File: src/rtl/rggen_rtl_pkg.sv
// rtl/rggen_rtl_pkg.sv - shared types for the rggen APB bridge
package rggen_rtl_pkg;

  typedef enum logic [1:0] {
    RGGEN_APB_BRIDGE_IDLE,
    RGGEN_APB_BRIDGE_SETUP,
    RGGEN_APB_BRIDGE_ACCESS,
    RGGEN_APB_BRIDGE_RESPONSE
  } rggen_apb_bridge_state_e;

  localparam logic [2:0] RGGEN_APB_PPROT = 3'b000;

endpackage

File: src/rtl/rggen_apb_if.sv
// rtl/rggen_apb_if.sv - APB4 signal bundle with requester and completer views
interface rggen_apb_if #(
  parameter int ADDRESS_WIDTH = 16,
  parameter int BUS_WIDTH     = 32
);

  logic                     psel;
  logic                     penable;
  logic [ADDRESS_WIDTH-1:0] paddr;
  logic [2:0]               pprot;
  logic                     pwrite;
  logic [BUS_WIDTH/8-1:0]   pstrb;
  logic [BUS_WIDTH-1:0]     pwdata;
  logic                     pready;
  logic [BUS_WIDTH-1:0]     prdata;
  logic                     pslverr;

  modport master (
    output psel, penable, paddr, pprot, pwrite, pstrb, pwdata,
    input  pready, prdata, pslverr
  );

  modport slave (
    input  psel, penable, paddr, pprot, pwrite, pstrb, pwdata,
    output pready, prdata, pslverr
  );

endinterface

File: src/rtl/rggen_apb_bridge_timer.sv
// rtl/rggen_apb_bridge_timer.sv - ACCESS-phase wait-state counter for the APB bridge
module rggen_apb_bridge_timer #(
  parameter int TIMEOUT_CYCLES = 256
)(
  input  logic i_clk,
  input  logic i_rst_n,
  input  logic clear,
  input  logic enable,
  output logic expired
);

  if (TIMEOUT_CYCLES == 0) begin : g_disabled
    logic unused_inputs;
    assign unused_inputs = ^{i_clk, i_rst_n, clear, enable};
    assign expired       = 1'b0;
  end else begin : g_enabled
    localparam int                COUNT_WIDTH = $clog2(TIMEOUT_CYCLES + 1);
    localparam logic [COUNT_WIDTH-1:0] LAST   = COUNT_WIDTH'(TIMEOUT_CYCLES - 1);

    logic [COUNT_WIDTH-1:0] count;

    // expired fires during the wait cycle that brings the count up to the limit
    assign expired = enable && (count == LAST);

    always_ff @(posedge i_clk or negedge i_rst_n) begin
      if (!i_rst_n) begin
        count <= '0;
      end else if (clear) begin
        count <= '0;
      end else if (enable) begin
        count <= count + 1'b1;
      end
    end
  end

endmodule

File: src/rtl/rggen_apb_bridge_master.sv
// rtl/rggen_apb_bridge_master.sv - command/response to APB4 requester bridge
module rggen_apb_bridge_master
  import rggen_rtl_pkg::*;
#(
  parameter int ADDRESS_WIDTH  = 16,
  parameter int BUS_WIDTH      = 32,
  parameter int TIMEOUT_CYCLES = 256
)(
  input  logic                     i_clk,
  input  logic                     i_rst_n,
  input  logic                     i_cmd_valid,
  output logic                     o_cmd_ready,
  input  logic                     i_cmd_write,
  input  logic [ADDRESS_WIDTH-1:0] i_cmd_address,
  input  logic [BUS_WIDTH-1:0]     i_cmd_write_data,
  input  logic [BUS_WIDTH/8-1:0]   i_cmd_strobe,
  output logic                     o_rsp_valid,
  input  logic                     i_rsp_ready,
  output logic [BUS_WIDTH-1:0]     o_rsp_read_data,
  output logic                     o_rsp_error,
  output logic                     o_rsp_timeout,
  rggen_apb_if.master              apb_if
);

  localparam int STROBE_WIDTH = BUS_WIDTH / 8;
  localparam int ADDRESS_LSB  = $clog2(STROBE_WIDTH);
  localparam logic [ADDRESS_WIDTH-1:0] ADDRESS_MASK =
    ~ADDRESS_WIDTH'((1 << ADDRESS_LSB) - 1);

  rggen_apb_bridge_state_e  state;
  logic                     cmd_ready;
  logic                     rsp_valid;
  logic [BUS_WIDTH-1:0]     rsp_read_data;
  logic                     rsp_error;
  logic                     rsp_timeout;
  logic                     psel;
  logic                     penable;
  logic                     pwrite;
  logic [ADDRESS_WIDTH-1:0] paddr;
  logic [BUS_WIDTH-1:0]     pwdata;
  logic [STROBE_WIDTH-1:0]  pstrb;
  logic                     timer_clear;
  logic                     timer_enable;
  logic                     timer_expired;
  logic                     access_done;

  assign timer_clear  = (state == RGGEN_APB_BRIDGE_SETUP);
  assign timer_enable = (state == RGGEN_APB_BRIDGE_ACCESS) && !apb_if.pready;
  assign access_done  = apb_if.pready || timer_expired;

  rggen_apb_bridge_timer #(
    .TIMEOUT_CYCLES (TIMEOUT_CYCLES)
  ) u_timer (
    .i_clk   (i_clk),
    .i_rst_n (i_rst_n),
    .clear   (timer_clear),
    .enable  (timer_enable),
    .expired (timer_expired)
  );

  always_ff @(posedge i_clk or negedge i_rst_n) begin
    if (!i_rst_n) begin
      state         <= RGGEN_APB_BRIDGE_IDLE;
      cmd_ready     <= 1'b1;
      rsp_valid     <= 1'b0;
      rsp_read_data <= '0;
      rsp_error     <= 1'b0;
      rsp_timeout   <= 1'b0;
      psel          <= 1'b0;
      penable       <= 1'b0;
      pwrite        <= 1'b0;
      paddr         <= '0;
      pwdata        <= '0;
      pstrb         <= '0;
    end else begin
      case (state)
        RGGEN_APB_BRIDGE_IDLE: begin
          // APB address/data registers double as the latched command
          if (i_cmd_valid) begin
            state     <= RGGEN_APB_BRIDGE_SETUP;
            cmd_ready <= 1'b0;
            psel      <= 1'b1;
            paddr     <= i_cmd_address & ADDRESS_MASK;
            pwrite    <= i_cmd_write;
            pwdata    <= i_cmd_write ? i_cmd_write_data : '0;
            pstrb     <= i_cmd_write ? i_cmd_strobe : '0;
          end
        end
        RGGEN_APB_BRIDGE_SETUP: begin
          state   <= RGGEN_APB_BRIDGE_ACCESS;
          penable <= 1'b1;
        end
        RGGEN_APB_BRIDGE_ACCESS: begin
          if (access_done) begin
            state     <= RGGEN_APB_BRIDGE_RESPONSE;
            psel      <= 1'b0;
            penable   <= 1'b0;
            rsp_valid <= 1'b1;
          end
          // a completer answer wins over a coincident timeout
          if (apb_if.pready) begin
            rsp_read_data <= pwrite ? '0 : apb_if.prdata;
            rsp_error     <= apb_if.pslverr;
            rsp_timeout   <= 1'b0;
          end else if (timer_expired) begin
            rsp_read_data <= '0;
            rsp_error     <= 1'b1;
            rsp_timeout   <= 1'b1;
          end
        end
        RGGEN_APB_BRIDGE_RESPONSE: begin
          if (i_rsp_ready) begin
            state     <= RGGEN_APB_BRIDGE_IDLE;
            rsp_valid <= 1'b0;
            cmd_ready <= 1'b1;
          end
        end
        default: begin
          state <= RGGEN_APB_BRIDGE_IDLE;
        end
      endcase
    end
  end

  assign o_cmd_ready     = cmd_ready;
  assign o_rsp_valid     = rsp_valid;
  assign o_rsp_read_data = rsp_read_data;
  assign o_rsp_error     = rsp_error;
  assign o_rsp_timeout   = rsp_timeout;

  assign apb_if.psel    = psel;
  assign apb_if.penable = penable;
  assign apb_if.paddr   = paddr;
  assign apb_if.pprot   = RGGEN_APB_PPROT;
  assign apb_if.pwrite  = pwrite;
  assign apb_if.pstrb   = pstrb;
  assign apb_if.pwdata  = pwdata;

endmodule
File: src/flat_wrapper.sv
// flat-port wrapper written by rule: the top's interface ports become plain ports
module rggen_apb_bridge_master_flat import rggen_rtl_pkg::*;
#(
  parameter int ADDRESS_WIDTH  = 16,
  parameter int BUS_WIDTH      = 32,
  parameter int TIMEOUT_CYCLES = 256
)
  (i_clk, i_rst_n, i_cmd_valid, o_cmd_ready, i_cmd_write, i_cmd_address, i_cmd_write_data, i_cmd_strobe, o_rsp_valid, i_rsp_ready, o_rsp_read_data, o_rsp_error, o_rsp_timeout, apb_if_psel, apb_if_penable, apb_if_paddr, apb_if_pprot, apb_if_pwrite, apb_if_pstrb, apb_if_pwdata, apb_if_pready, apb_if_prdata, apb_if_pslverr);
  rggen_apb_if #(.ADDRESS_WIDTH(ADDRESS_WIDTH), .BUS_WIDTH(BUS_WIDTH)) apb_if_i ();
  input  logic i_clk;
  input  logic i_rst_n;
  input  logic i_cmd_valid;
  output logic o_cmd_ready;
  input  logic i_cmd_write;
  input  logic [ADDRESS_WIDTH-1:0] i_cmd_address;
  input  logic [BUS_WIDTH-1:0] i_cmd_write_data;
  input  logic [BUS_WIDTH/8-1:0] i_cmd_strobe;
  output logic o_rsp_valid;
  input  logic i_rsp_ready;
  output logic [BUS_WIDTH-1:0] o_rsp_read_data;
  output logic o_rsp_error;
  output logic o_rsp_timeout;
  output wire logic [$bits(apb_if_i.psel)-1:0] apb_if_psel;
  output wire logic [$bits(apb_if_i.penable)-1:0] apb_if_penable;
  output wire logic [$bits(apb_if_i.paddr)-1:0] apb_if_paddr;
  output wire logic [$bits(apb_if_i.pprot)-1:0] apb_if_pprot;
  output wire logic [$bits(apb_if_i.pwrite)-1:0] apb_if_pwrite;
  output wire logic [$bits(apb_if_i.pstrb)-1:0] apb_if_pstrb;
  output wire logic [$bits(apb_if_i.pwdata)-1:0] apb_if_pwdata;
  input wire logic [$bits(apb_if_i.pready)-1:0] apb_if_pready;
  input wire logic [$bits(apb_if_i.prdata)-1:0] apb_if_prdata;
  input wire logic [$bits(apb_if_i.pslverr)-1:0] apb_if_pslverr;
  assign apb_if_psel = apb_if_i.psel;
  assign apb_if_penable = apb_if_i.penable;
  assign apb_if_paddr = apb_if_i.paddr;
  assign apb_if_pprot = apb_if_i.pprot;
  assign apb_if_pwrite = apb_if_i.pwrite;
  assign apb_if_pstrb = apb_if_i.pstrb;
  assign apb_if_pwdata = apb_if_i.pwdata;
  assign apb_if_i.pready = apb_if_pready;
  assign apb_if_i.prdata = apb_if_prdata;
  assign apb_if_i.pslverr = apb_if_pslverr;
  rggen_apb_bridge_master #(.ADDRESS_WIDTH(ADDRESS_WIDTH), .BUS_WIDTH(BUS_WIDTH), .TIMEOUT_CYCLES(TIMEOUT_CYCLES)) u_core (.i_clk(i_clk), .i_rst_n(i_rst_n), .i_cmd_valid(i_cmd_valid), .o_cmd_ready(o_cmd_ready), .i_cmd_write(i_cmd_write), .i_cmd_address(i_cmd_address), .i_cmd_write_data(i_cmd_write_data), .i_cmd_strobe(i_cmd_strobe), .o_rsp_valid(o_rsp_valid), .i_rsp_ready(i_rsp_ready), .o_rsp_read_data(o_rsp_read_data), .o_rsp_error(o_rsp_error), .o_rsp_timeout(o_rsp_timeout), .apb_if(apb_if_i));
endmodule
File: config.mk
export PLATFORM = sky130hd
export DESIGN_NAME = rggen_apb_bridge_master_flat
export DESIGN_NICKNAME = d
export VERILOG_FILES = /design/src/rtl/rggen_rtl_pkg.sv /design/src/rtl/rggen_apb_if.sv /design/src/rtl/rggen_apb_bridge_timer.sv /design/src/rtl/rggen_apb_bridge_master.sv /design/src/flat_wrapper.sv
export SDC_FILE = /design/constraint.sdc
export NUM_CORES = 1
export LEC_CHECK = 0
export CORE_UTILIZATION = 35
export CTS_CLUSTER_SIZE = 24
export DETAILED_ROUTE_END_ITERATION = 8
export PLACE_DENSITY_LB_ADDON = 0.3
export SYNTH_ARGS = -nofsm -noshare
export SYNTH_HDL_FRONTEND = slang
export SYNTH_HIERARCHICAL = 1
export SYNTH_SLANG_ARGS = --single-unit
File: constraint.sdc
create_clock -name i_clk -period 1.85 [get_ports i_clk]
set_input_delay 0.4625 -clock i_clk [delete_from_list [all_inputs] [get_ports i_clk]]
set_output_delay 0.4625 -clock i_clk [all_outputs]
set_load 0.03 [all_outputs]
==> impl_metrics.json <==
{
  "cts.sinks": 100,
  "endpoint_kind": "register",
  "dp.cells": 741,
  "hold_buffers": 0,
  "nets": 716,
  "crit_chain": "ha_2, nand3_2, nor2_2, ha_2, and2_4, buf_6, o21ai_4, buf_6, buf_12, buf_12, nand2_1, o21ai_1",
  "r2r-start": "u_core/u_timer/g_enabled.count[0]$_DFFE_PN0P_",
  "power.density_mw_per_mm2": 1710,
  "netlist_top_cells_area": "dfrtp_1, nand2_1, o21ai_0, mux2_2, o21ai_1",
  "pre_cts_ws_ns": -0.1741,
  "timing.final.hold_violations": 0,
  "routed_wirelength_um": 11260,
  "grt_max_degree": 70,
  "stdcell_count": 766,
  "setup_viol": 0,
  "post-route-util_pct": 59.91,
  "wl_per_cell_um": 14.69,
  "port_buffers": 177,
  "hold_path_class": "input pin to asynchronous set/reset pin",
  "ys_types": 32,
  "cts_root_buffer": "clkbuf_16",
  "die_w_um": 110.9,
  "path_class": "register to register",
  "rows": 39,
  "cp_data_arrival_time_ns": 2.09,
  "synth-async-reset-ratio_pct": 100.0,
  "yosysTopAreaCell": "dfrtp_1",
  "grt_pass1_vias": 3633,
  "cp-start-kind": "register",
  "place_area_sq_mm": 0.006225,
  "vdd_drop_max_mv": 1.091,
  "tritoncts": "done",
  "die_h_um": 110.9,
  "worstReg2RegEnd": "u_core/o_rsp_read_data[19]$_DFFE_PN0P_",
  "synth_warnings": 6,
  "seq_area_frac_synth_pct": 60.31,
  "reg2reg_depth": 12,
  "cts_buffers": 9,
  "path_clk_slew_ns": 0.07,
  "clock_latency_ns": 0.34,
  "cts.htree.levels": 3,
  "clock.fmax_mhz": 543.1,
  "critPathSlowestCell": "dfrtp_1",
  "grt_use_total_pct": 18.61,
  "drv_slew": 0,
  "gp_congestion": 0.7848,
  "drcViolationCount": 0,
  "synth.most_common_cell": "nand2_1",
  "finalPower_mw": 11.75,
  "dr.pass1.iters": 4,
  "leakagePower_nw": 3.692,
  "worstPathRequired_ns": 2.10,
  "crit_fanout": 5,
  "start_util_pct": 36.20,
  "ios": 185,
  "rsz0062_at_grt": "yes",
  "drv_cap": 0,
  "dr.first_iter.drc_count": 180,
  "final_antenna_net_count": 0,
  "reg2reg_slack_ns": 0.009,
  "viasPerCell": 4.715,
  "synth-seq-cells": 100,
  "overflow": 0,
  "dp_hpwl_um": 7737,
  "final_layout_size_suffix_gt1_share_pct": 15.09,
  "critical-path-max-stage-delay_ns": 0.39,
  "post-route-period-util_pct": 99.53,
  "nFillCells": 1001,
  "grt_pass1_wl_um": 18200,
  "syn_inst": 421,
  "multi_input_area_sq_mm": 0.001562,
  "synth.top_cell.area_share_pct": 59.67,
  "avgSynthCellArea_sq_um": 9.861,
  "finalCriticalPeriod_ns": 1.841,
  "syn_to_final_growth_pct": 65.49,
  "antenna_found_initial": 0,
  "synthTopCellsByCount": "nand2_1, dfrtp_1, o21ai_0",
  "skew_ns": 0.009291,
  "die_area_sq_mm": 0.01230,
  "clockBufferDepth": 2,
  "ys_dominant_reg_cell": "dfrtp_1",
  "route.vias.total": 3612,
  "status": "finished, final reports clean",
  "fin_ws_ns": 0.008773,
  "synth_edf_count": 0,
  "n_antenna_cell": 0,
  "synth_area_sq_mm": 0.004151,
  "critical_path.top_delay_family": "buffers and inverters",
  "core_sq_mm": 0.01147,
  "seqCellArea_sq_mm": 0.002505,
  "final_area_sq_mm": 0.006870,
  "worst-path-buf-inv": 4
}
worst reg2reg max path: stages, from the launching register on:
cell	delay, ns
dfrtp_1	0.39
ha_2	0.20
nand3_2	0.08
nor2_2	0.04
ha_2	0.16
and2_4	0.14
buf_6	0.11
o21ai_4	0.16
buf_6	0.14
buf_12	0.11
buf_12	0.11
nand2_1	0.05
o21ai_1	0.08
placed cells by master, fill, tap and decap left out, types with 3 or more instances in the layout:
cell,n
o21ai_1,26
o21ai_2,6
clkbuf_16,12
nor2_1,9
buf_12,7
clkdlybuf4s50_1,93
ha_1,3
dlygate4sd2_1,42
buf_6,3
dfrtp_1,98
conb_1,5
a21oi_1,6
o21ai_0,45
nand4_1,3
buf_4,23
dlymetal6s2s_1,41
nand2_2,5
nor2b_1,4
mux2_2,15
xor2_1,3
or3_1,3
nand2_1,138
layout make-up:
| type | instances | share of cell area (%) |
|---|---|---|
| flip-flops and latches | 100 | 36.46 |
| clock buffers | 11 | 3.679 |
| clock inverters | 4 | 1.056 |
| well taps | 143 | 2.604 |
| repair buffers | 214 | 33.31 |
| inverters | 3 | 0.1639 |
| multi-input cells | 291 | 22.73 |
registers in the layout, summed over array words and instances (netlist names), 2 cells and up:
name / count
u_core/apb_if.pwdata: 32
u_core/o_rsp_read_data: 32
u_core/apb_if.paddr: 14
u_core/u_timer/g_enabled.count: 9
u_core/apb_if.pstrb: 4
u_core/state: 2
logic make-up after synthesis:
logic type,share of synthesized area (%)
other,0.09033
multiplexers,4.581
buffers and inverters,4.671
adder cells (fa/ha/maj),1.808
XOR/XNOR,0.8440
flip-flops,60.31
AND/OR/NAND/NOR,16.55
AO/OA/AOI/OAI,11.15
metal layers:
| layer | GRT usage (%) | part of all wire [%] |
|---|---|---|
| met2 | 32.71 | 53 |
| met1 | 21.86 | 40 |
| met5 | 0 | 0 |
| met3 | 3.773 | 4.5 |
| met4 | 8.356 | 2.2 |
where the power goes:
group          internal (mW)  switching, mW
sequential              3.18          0.535
clock                   1.25          0.783
combinational           2.44           3.56
per-stage QoR:
stage | hold slack, ns | TNS (ns)
after CTS | 0.1430 | -0.05828
after global routing | 0.1390 | -1.326
after detailed placement | 0.4697 | -4.036
after floorplan | 0.1669 | 0
after global placement | 0.4613 | -3.431
final | 0.1214 | 0
how the worst max path moves through the flow:
stage / cells past startpoint / startpoint / end / slack (ns)
final: 12 / u_core/u_timer/g_enabled.count[0]$_DFFE_PN0P_ / u_core/o_rsp_read_data[19]$_DFFE_PN0P_ / 0.009
after global routing: 12 / u_core/u_timer/g_enabled.count[0]$_DFFE_PN0P_ / u_core/o_rsp_read_data[17]$_DFFE_PN0P_ / -0.09
after CTS: 12 / u_core/u_timer/g_enabled.count[1]$_DFFE_PN0P_ / u_core/o_rsp_read_data[17]$_DFFE_PN0P_ / -0.02
after detailed placement: 6 / apb_if_pready / u_core/state[1]$_DFFE_PN0P_ / -0.17
after global placement: 7 / apb_if_pready / u_core/o_rsp_read_data[0]$_DFFE_PN0P_ / -0.12
after floorplan: 8 / u_core/state[0]$_DFFE_PN0P_ / u_core/state[1]$_DFFE_PN0P_ / 0.02
repair_timing:
item / 4_1_cts / 5_1_grt
setup buffers: 5 / 0
cloned: 3 / 3
pin swaps: 3 / 4
setup endpoints to repair: 75 / 74
gates resized for setup: 55 / 54
Power figures use the tool's default switching activity.
